File: src/rtl/sprite_pixel_emitter.sv
// Buffers packed sprite words in a small FIFO and expands each horizontal run into clipped VGA pixel writes.
// Build macro TRANSPARENT_KEY_EN additionally suppresses pixels whose colour equals KEY_COLOUR.
module sprite_pixel_emitter #(
  parameter int         FIFO_DEPTH = 4,
  parameter int         SCREEN_W   = 160,
  parameter int         SCREEN_H   = 120,
  parameter logic [2:0] KEY_COLOUR = 3'b000
) (
  input  logic        clock,
  input  logic        reset,
  input  logic        in_valid,
  output logic        in_ready,
  input  logic [15:0] word,
  input  logic [7:0]  x_coord,
  input  logic [6:0]  y_coord,
  input  logic        out_stall,
  output logic [7:0]  x,
  output logic [6:0]  y,
  output logic [2:0]  colour,
  output logic        writeEn,
  output logic        busy
);
  localparam int         AW      = $clog2(FIFO_DEPTH);
  localparam logic [8:0] W_LIMIT = 9'(SCREEN_W);
  localparam logic [7:0] H_LIMIT = 8'(SCREEN_H);
  localparam logic [0:0] IDLE    = 1'b0;
  localparam logic [0:0] EMIT    = 1'b1;

  logic [15:0] r_mem [FIFO_DEPTH];
  logic [AW:0] r_wr_ptr;
  logic [AW:0] r_rd_ptr;
  logic [0:0]  r_state;
  logic [4:0]  r_dx;
  logic [4:0]  r_dy;
  logic [2:0]  r_colour;
  logic [1:0]  r_run;
  logic [1:0]  r_i;
  logic        r_opaque;
  logic [7:0]  r_x0;
  logic [6:0]  r_y0;
  logic [7:0]  r_x;
  logic [6:0]  r_y;
  logic [2:0]  r_colour_out;
  logic        r_we;

  logic        w_empty;
  logic        w_full;
  logic        w_push;
  logic        w_pop;
  logic        w_emit;
  logic        w_last;
  logic        w_key;
  logic        w_visible;
  logic [8:0]  w_xs;
  logic [7:0]  w_ys;
  logic [15:0] w_head;

  assign w_empty  = (r_wr_ptr == r_rd_ptr);
  assign w_full   = (r_wr_ptr[AW] != r_rd_ptr[AW]) && (r_wr_ptr[AW-1:0] == r_rd_ptr[AW-1:0]);
  assign in_ready = !w_full;
  assign w_push   = in_valid && !w_full;
  assign w_head   = r_mem[r_rd_ptr[AW-1:0]];

  // A stall freezes the whole emitter, including the IDLE pop, so queued words stay in the FIFO.
  assign w_emit = (r_state == EMIT) && !out_stall;
  assign w_last = (r_i == r_run);
  assign w_pop  = !w_empty && !out_stall && ((r_state == IDLE) || w_last);

  assign w_xs = {1'b0, r_x0} + {4'b0, r_dx} + {7'b0, r_i};
  assign w_ys = {1'b0, r_y0} + {3'b0, r_dy};

`ifdef TRANSPARENT_KEY_EN
  assign w_key = (r_colour == KEY_COLOUR);
`else
  // Colour keying is compiled out; the comparison is masked so the parameter stays referenced.
  assign w_key = 1'b0 & (r_colour == KEY_COLOUR);
`endif

  assign w_visible = r_opaque && (w_xs < W_LIMIT) && (w_ys < H_LIMIT) && !w_key;

  always_ff @(posedge clock) begin
    if (w_push) begin
      r_mem[r_wr_ptr[AW-1:0]] <= word;
    end
  end

  always_ff @(posedge clock) begin
    if (reset) begin
      r_wr_ptr     <= '0;
      r_rd_ptr     <= '0;
      r_state      <= IDLE;
      r_dx         <= '0;
      r_dy         <= '0;
      r_colour     <= '0;
      r_run        <= '0;
      r_i          <= '0;
      r_opaque     <= 1'b0;
      r_x0         <= '0;
      r_y0         <= '0;
      r_x          <= '0;
      r_y          <= '0;
      r_colour_out <= '0;
      r_we         <= 1'b0;
    end else begin
      if (w_push) begin
        r_wr_ptr <= r_wr_ptr + 1'b1;
      end
      if (w_pop) begin
        r_rd_ptr <= r_rd_ptr + 1'b1;
        r_dx     <= w_head[15:11];
        r_dy     <= w_head[10:6];
        r_colour <= w_head[5:3];
        r_run    <= w_head[2:1];
        r_opaque <= w_head[0];
        r_x0     <= x_coord;
        r_y0     <= y_coord;
        r_i      <= '0;
        r_state  <= EMIT;
      end else if (w_emit) begin
        if (w_last) begin
          r_state <= IDLE;
        end else begin
          r_i <= r_i + 2'd1;
        end
      end
      // Clipped and transparent pixels still update x/y/colour; only the strobe is suppressed.
      if (w_emit) begin
        r_x          <= w_xs[7:0];
        r_y          <= w_ys[6:0];
        r_colour_out <= r_colour;
        r_we         <= w_visible;
      end else begin
        r_we <= 1'b0;
      end
    end
  end

  assign x       = r_x;
  assign y       = r_y;
  assign colour  = r_colour_out;
  assign writeEn = r_we;
  assign busy    = !w_empty || (r_state == EMIT) || r_we;

endmodule

File: config.mk
export PLATFORM = sky130hd
export DESIGN_NAME = sprite_pixel_emitter
export DESIGN_NICKNAME = d
export VERILOG_FILES = /design/src/rtl/sprite_pixel_emitter.sv
export SDC_FILE = /design/constraint.sdc
export NUM_CORES = 1
export LEC_CHECK = 0
export CAP_MARGIN = 15
export CORE_MARGIN = 5
export CORE_UTILIZATION = 28
export DETAILED_ROUTE_END_ITERATION = 8
export GPL_TIMING_DRIVEN = 0
export PLACE_DENSITY = 0.54
export SYNTH_ARGS = -nofsm -noshare
export SYNTH_HDL_FRONTEND = slang
export SYNTH_SLANG_ARGS = --single-unit
File: constraint.sdc
create_clock -name clock -period 3.3 [get_ports clock]
set_input_delay 0.66 -clock clock [delete_from_list [all_inputs] [get_ports clock]]
set_output_delay 0.66 -clock clock [all_outputs]
set_load 0.02 [all_outputs]
**After elaboration in Yosys (flattened, before gate mapping)**

Memory sizes are Yosys's and may differ from the RTL's. A register that Yosys moved wholly into a read port is not among the register bits.
Cells that the tools add are included.

- $add $sub $neg: 6
- Magnitude comparators: 2
- Equality and inequality tests: 4
- Muxes and demuxes: 5
- Bitwise operators: 3
- Reductions and logical operators: 19

Operators with widths:

| operator | number |
|---|---|
| adder 8 x 5 -> 9 bit | 1 |
| adder 9 x 2 -> 9 bit | 1 |
| < comparator 9 x 8 -> 1 bit (second input constant) | 1 |
| adder 7 x 5 -> 8 bit | 1 |
| < comparator 8 x 7 -> 1 bit (second input constant) | 1 |
| logical AND 1 bit | 7 |
| adder 3 x 1 -> 3 bit (second input constant) | 2 |
| 2-to-1 mux 1 bit | 5 |
| == test 2 bit | 2 |
| AND reduction 2 bit | 2 |
| nonzero test 2 bit | 2 |
| OR reduction 2 bit | 2 |
| == test 3 bit | 1 |
| zero test 1 bit | 3 |
| logical OR 1 bit | 3 |
| NOT 1 bit | 3 |
| adder 2 x 1 -> 2 bit (second input constant) | 1 |
| != test 1 bit | 1 |

- Register bits after elaboration: 43
- Bits in writable memories: 64
- Input bits: 35
- Output and inout port bits: 21
- Memories: 1

Memory list:

| name | words | width | read ports | clocked after memory_dff | wr ports | line | text |
|---|---|---|---|---|---|---|---|
| r_mem | 4 | 16 | 1 | 1 | 1 | 29 | `logic [15:0] r_mem [FIFO_DEPTH];` |

**Longest topological paths before layout**

- Depth in word-level cells: 6
- Depth in mapped cells: 11
- Gate-level depth less buffers: 11

**Worst setup path after synthesis**

Ideal clock, no wire load.

- Path type: flip-flop to flip-flop
- Start point: reg r_i[1]
- End point: reg r_we, in the netlist writeEn
- Arrival time: 2.293 ns
- Data required time: 3.222 ns
- Setup slack: 0.929 ns
- Stages on the path, launching flop included: 10
- Period minus slack after synthesis: 2.371 ns
- Cell sequence: dfxtp_1 -> fa_1 -> ha_1 -> fa_1 -> a21oi_1 -> nor2b_1 -> o31ai_1 -> xor2_1 -> a31oi_1 -> nor3_1

- Cells in the longest elaborated chain, start to end: 4

Ends and longest elaborated chain:

| what | line | text |
|---|---|---|
| from (decl) | 37 | `logic [1:0] r_i;` |
| from (signal assigned) | 123 | `r_i <= r_i + 2'd1;` |
| adder 9 x 2 -> 9 bit | 69 | `assign w_xs = {1'b0, r_x0} + {4'b0, r_dx} + {7'b0, r_i};` |
| < comparator 9 x 8 -> 1 bit | 79 | `assign w_visible = r_opaque && (w_xs < W_LIMIT) && (w_ys < H_LIMIT) && !w_key;` |
| logical AND 1 bit (2 in a row) | 79 |  |
| to (signal assigned) | 131 | `r_we <= w_visible;` |
| to (decl) | 44 | `logic r_we;` |

Every way passes these cells.
A chain may end at the register's enable or synchronous reset.

**Worst setup path in the final report**

- Start point: reg r_rd_ptr[1]
- End point: out busy

- Cells in the longest elaborated chain, start to end: 4

Ends and longest elaborated chain:

| what | line | text |
|---|---|---|
| from (decl) | 31 | `logic [AW:0] r_rd_ptr;` |
| from (signal assigned) | 109 | `r_rd_ptr <= r_rd_ptr + 1'b1;` |
| == test 3 bit | 58 | `assign w_empty = (r_wr_ptr == r_rd_ptr);` |
| zero test 1 bit | 142 | `assign busy = !w_empty \|\| (r_state == EMIT) \|\| r_we;` |
| logical OR 1 bit (2 in a row) | 142 |  |
| to (decl) | 21 | `output logic busy` |

Every way passes these cells.

==> reports/qor.csv <==
metric,value,unit
worst-margin pin slew,956.6,ps
Layout fillers,1738,
Post-Synth XOR/XNOR Area,2.874,%
DR iter-0 viols,156,
max-slew violation count,0,
GRT overflow,0,
Worst setup EP type,output port,
Setup crit end,busy,
top_reg_cell synth,edfxtp_1,
clk buf depth,2,
die area,0.02132,mm²
chip height,146.0,µm
worst IR drop on VDD,0.3972,mV
post-synthesis adder-cell area fraction,5.892,%
worst path arrival time,2330,ps
Site Rows,49,
first-pass GRT wire length,18220,µm
Pwr Total,4497,µW
CTS buffer count,17,
Layout area overhead,27.34,%
setup TNS,0,ps
io pins,56,
Max Cap Viol,0,
post-synth cell types,37,
final setup fails,0,
crit start category,flop,
post-layout util,36.48,%
Period minus WS final,2991,ps
htree depth,4,
Pleak,0.002355,µW
Vias/cell,4.511,
max_slew headroom,36.23,%
routed len/inst,15.24,µm
Synth async-reset ratio,0,%
Reg2Reg Depth,9,
post-route ant nets,0,
fraction of the mapped netlist area in compound gates,9.370,%
period utilization,90.65,%
CP required,2640,ps
post-synthesis sequential area ratio,59.89,%
largest family of logic cells by synthesized area,simple AND/OR/NAND/NOR gates,
Hold Fails Final Rpt,0,
R2R setup slack,640,ps
Total Routing Usage GR,10.98,%
R2R Path Start,r_i[1],
Post-synth EDFFs,64,
DRT Pass-1 Iters,5,
Post-Route WL,11340,µm
Final #Nets,559,
Chip Width,146.0,µm
CTS resizes,0,
core area,0.01809,mm²
hold_buf cts,0,
fraction of layout instances using a drive strength above 1,10.87,%
Netlist Area Pre-Place,0.005181,mm²
status,"complete, no violations",
placed insts,712,
Synth Warn #,0,
# diodes,0,
RSZ-0062 raised after global routing,no,
Root Buffer,clkbuf_16,
Initial Utilization,28.65,%
crit path launch,r_rd_ptr[1],
synthesized flop and latch total,123,
highest clock rate,0.3343,GHz
crit path max fanout,9,
TritonCTS clock tree,yes,
crit-path cells,buf_4 > xnor2_1 > and3b_4 > inv_1 > or3_1 > clkdlybuf4s50_1,
pwr dens,681.6,mW/mm²
CP max stage delay,550,ps
top post-synthesis cells by area,"edfxtp_1, dfxtp_1, nand2_1",
vias in the first global route,3515,
dominant cell type by area after synthesis,edfxtp_1,
PortBufs,54,
Worst-Skew Late Latency,410,ps
post-CTS setup buffer count,0,
reg-to-reg endpoint,writeEn,
Hold Path Class,reg2reg,
CP max stage cell,clkdlybuf4s50_1,
routed vias,3356,
CTS sink cnt,123,
post-synthesis mux area share,7.703,%
synthesized area per cell,12.08,µm²
Crit Path Class,reg2out,
Syn Inst Count,429,
drt drc,0,
Synth top area share,37.09,%
number of antenna violations at the first check in global routing,0,
"commonest non-fill, non-tap cell in the layout",nand2_1,
routability cong.,0.8114,
HPWL Detailed,8136,µm
post-synth net total,486,
Non-Filler Instances,744,
"commonest non-fill, non-tap cells in the layout","nand2_1, edfxtp_1, dfxtp_1, a21oi_1, clkdlybuf4s50_1",
Final Skew,6.726,ps
Simple-Gate Fraction of Synth Area,11.18,%
clk slew on worst S/H paths,60,ps
pin count of the biggest net entering global routing,18,
[synth_stat cells, types with 6 or more instances]
| cell | n |
|---|---|
| ha_1 | 18 |
| mux4_2 | 11 |
| nand2_1 | 92 |
| xor2_1 | 8 |
| nor3_1 | 6 |
| o21ai_0 | 8 |
| inv_1 | 9 |
| a21oi_1 | 54 |
| xnor2_1 | 9 |
| nor2_1 | 15 |
| dfxtp_1 | 59 |
| edfxtp_1 | 64 |
| a211oi_1 | 8 |
| clkbuf_1 | 10 |
[critical path, delay by kind of cell, from the launching register on]
| family | cells | cell delay [ps] |
|---|---|---|
| buffers and inverters | 3 | 800 |
| xor gates and xnor gates | 1 | 200 |
| DFF | 1 | 310 |
| and+or+nand+nor | 2 | 600 |
[sequential cells by signal (all words and copies together) (netlist names)]
signal / count
r_mem: 64
r_x0: 8
x: 8
r_y0: 7
y: 7
r_dx: 5
r_dy: 5
colour: 3
r_colour: 3
r_rd_ptr: 3
r_wr_ptr: 3
r_i: 2
r_run: 2
r_opaque: 1
r_state: 1
writeEn: 1
[report_power, final]
part | internal, µW | switching, µW
Combinational | 384 | 456
Clock | 1130 | 709
Sequential | 1740 | 77.1
Total | 3250 | 1240
[layout make-up]
cell class	count	area [µm²]	area share (%)
Timing Repair Buffer	54	540.5	8.193
Sequential cell	123	3103	47.03
Tap cell	229	286.5	4.343
Clock inverter	14	160.2	2.427
Multi-Input combinational cell	276	1918	29.07
Inverter	9	33.78	0.5120
Buffer	21	126.4	1.915
Clock buffer	18	429.2	6.505
[kinds of logic (layout without fill, tap and decap cells)]
group	count (synthesis)	in the layout
adder cells (fa/ha/maj)	22	22
XOR/XNOR	17	17
AO/OA/AOI/OAI	85	85
multiplexers	18	18
buffers and inverters	30	116
AND/OR/NAND/NOR	134	134
flip-flops	123	123
[per-stage QoR]
stage                     hold WS, ps  instance area (µm²)  setup WS [ps]
final                           449.5                 6598          308.5
after global routing            469.3                 6598          216.1
after CTS                       454.5                 6598          286.7
after detailed placement        447.1                 6008          607.2
after global placement          442.2                 6008          739.4
after floorplan                 432.1                 5181          929.3
[worst min path at each step]
stage | from | to | slack (ps) | cells past startpoint
2_1_floorplan | r_colour[0] | colour[0] | 430 | 2
3_3_place_gp | y[5] | y[5] | 440 | 2
3_5_place_dp | x[4] | x[4] | 450 | 2
4_1_cts | x[4] | x[4] | 450 | 2
5_1_grt | x[4] | x[4] | 470 | 2
6_report | x[4] | x[4] | 450 | 2
[metal layers]
layer  global-route usage (%)  vias to the layer above  wire length [µm]
li1                         -                     1681                 -
met1                    13.70                     1585              5204
met2                    17.84                       82              5364
met3                    3.316                        8               611
met4                    4.516                        0               160
met5                        0                        -                 0
Power figures use the tool's default switching activity.
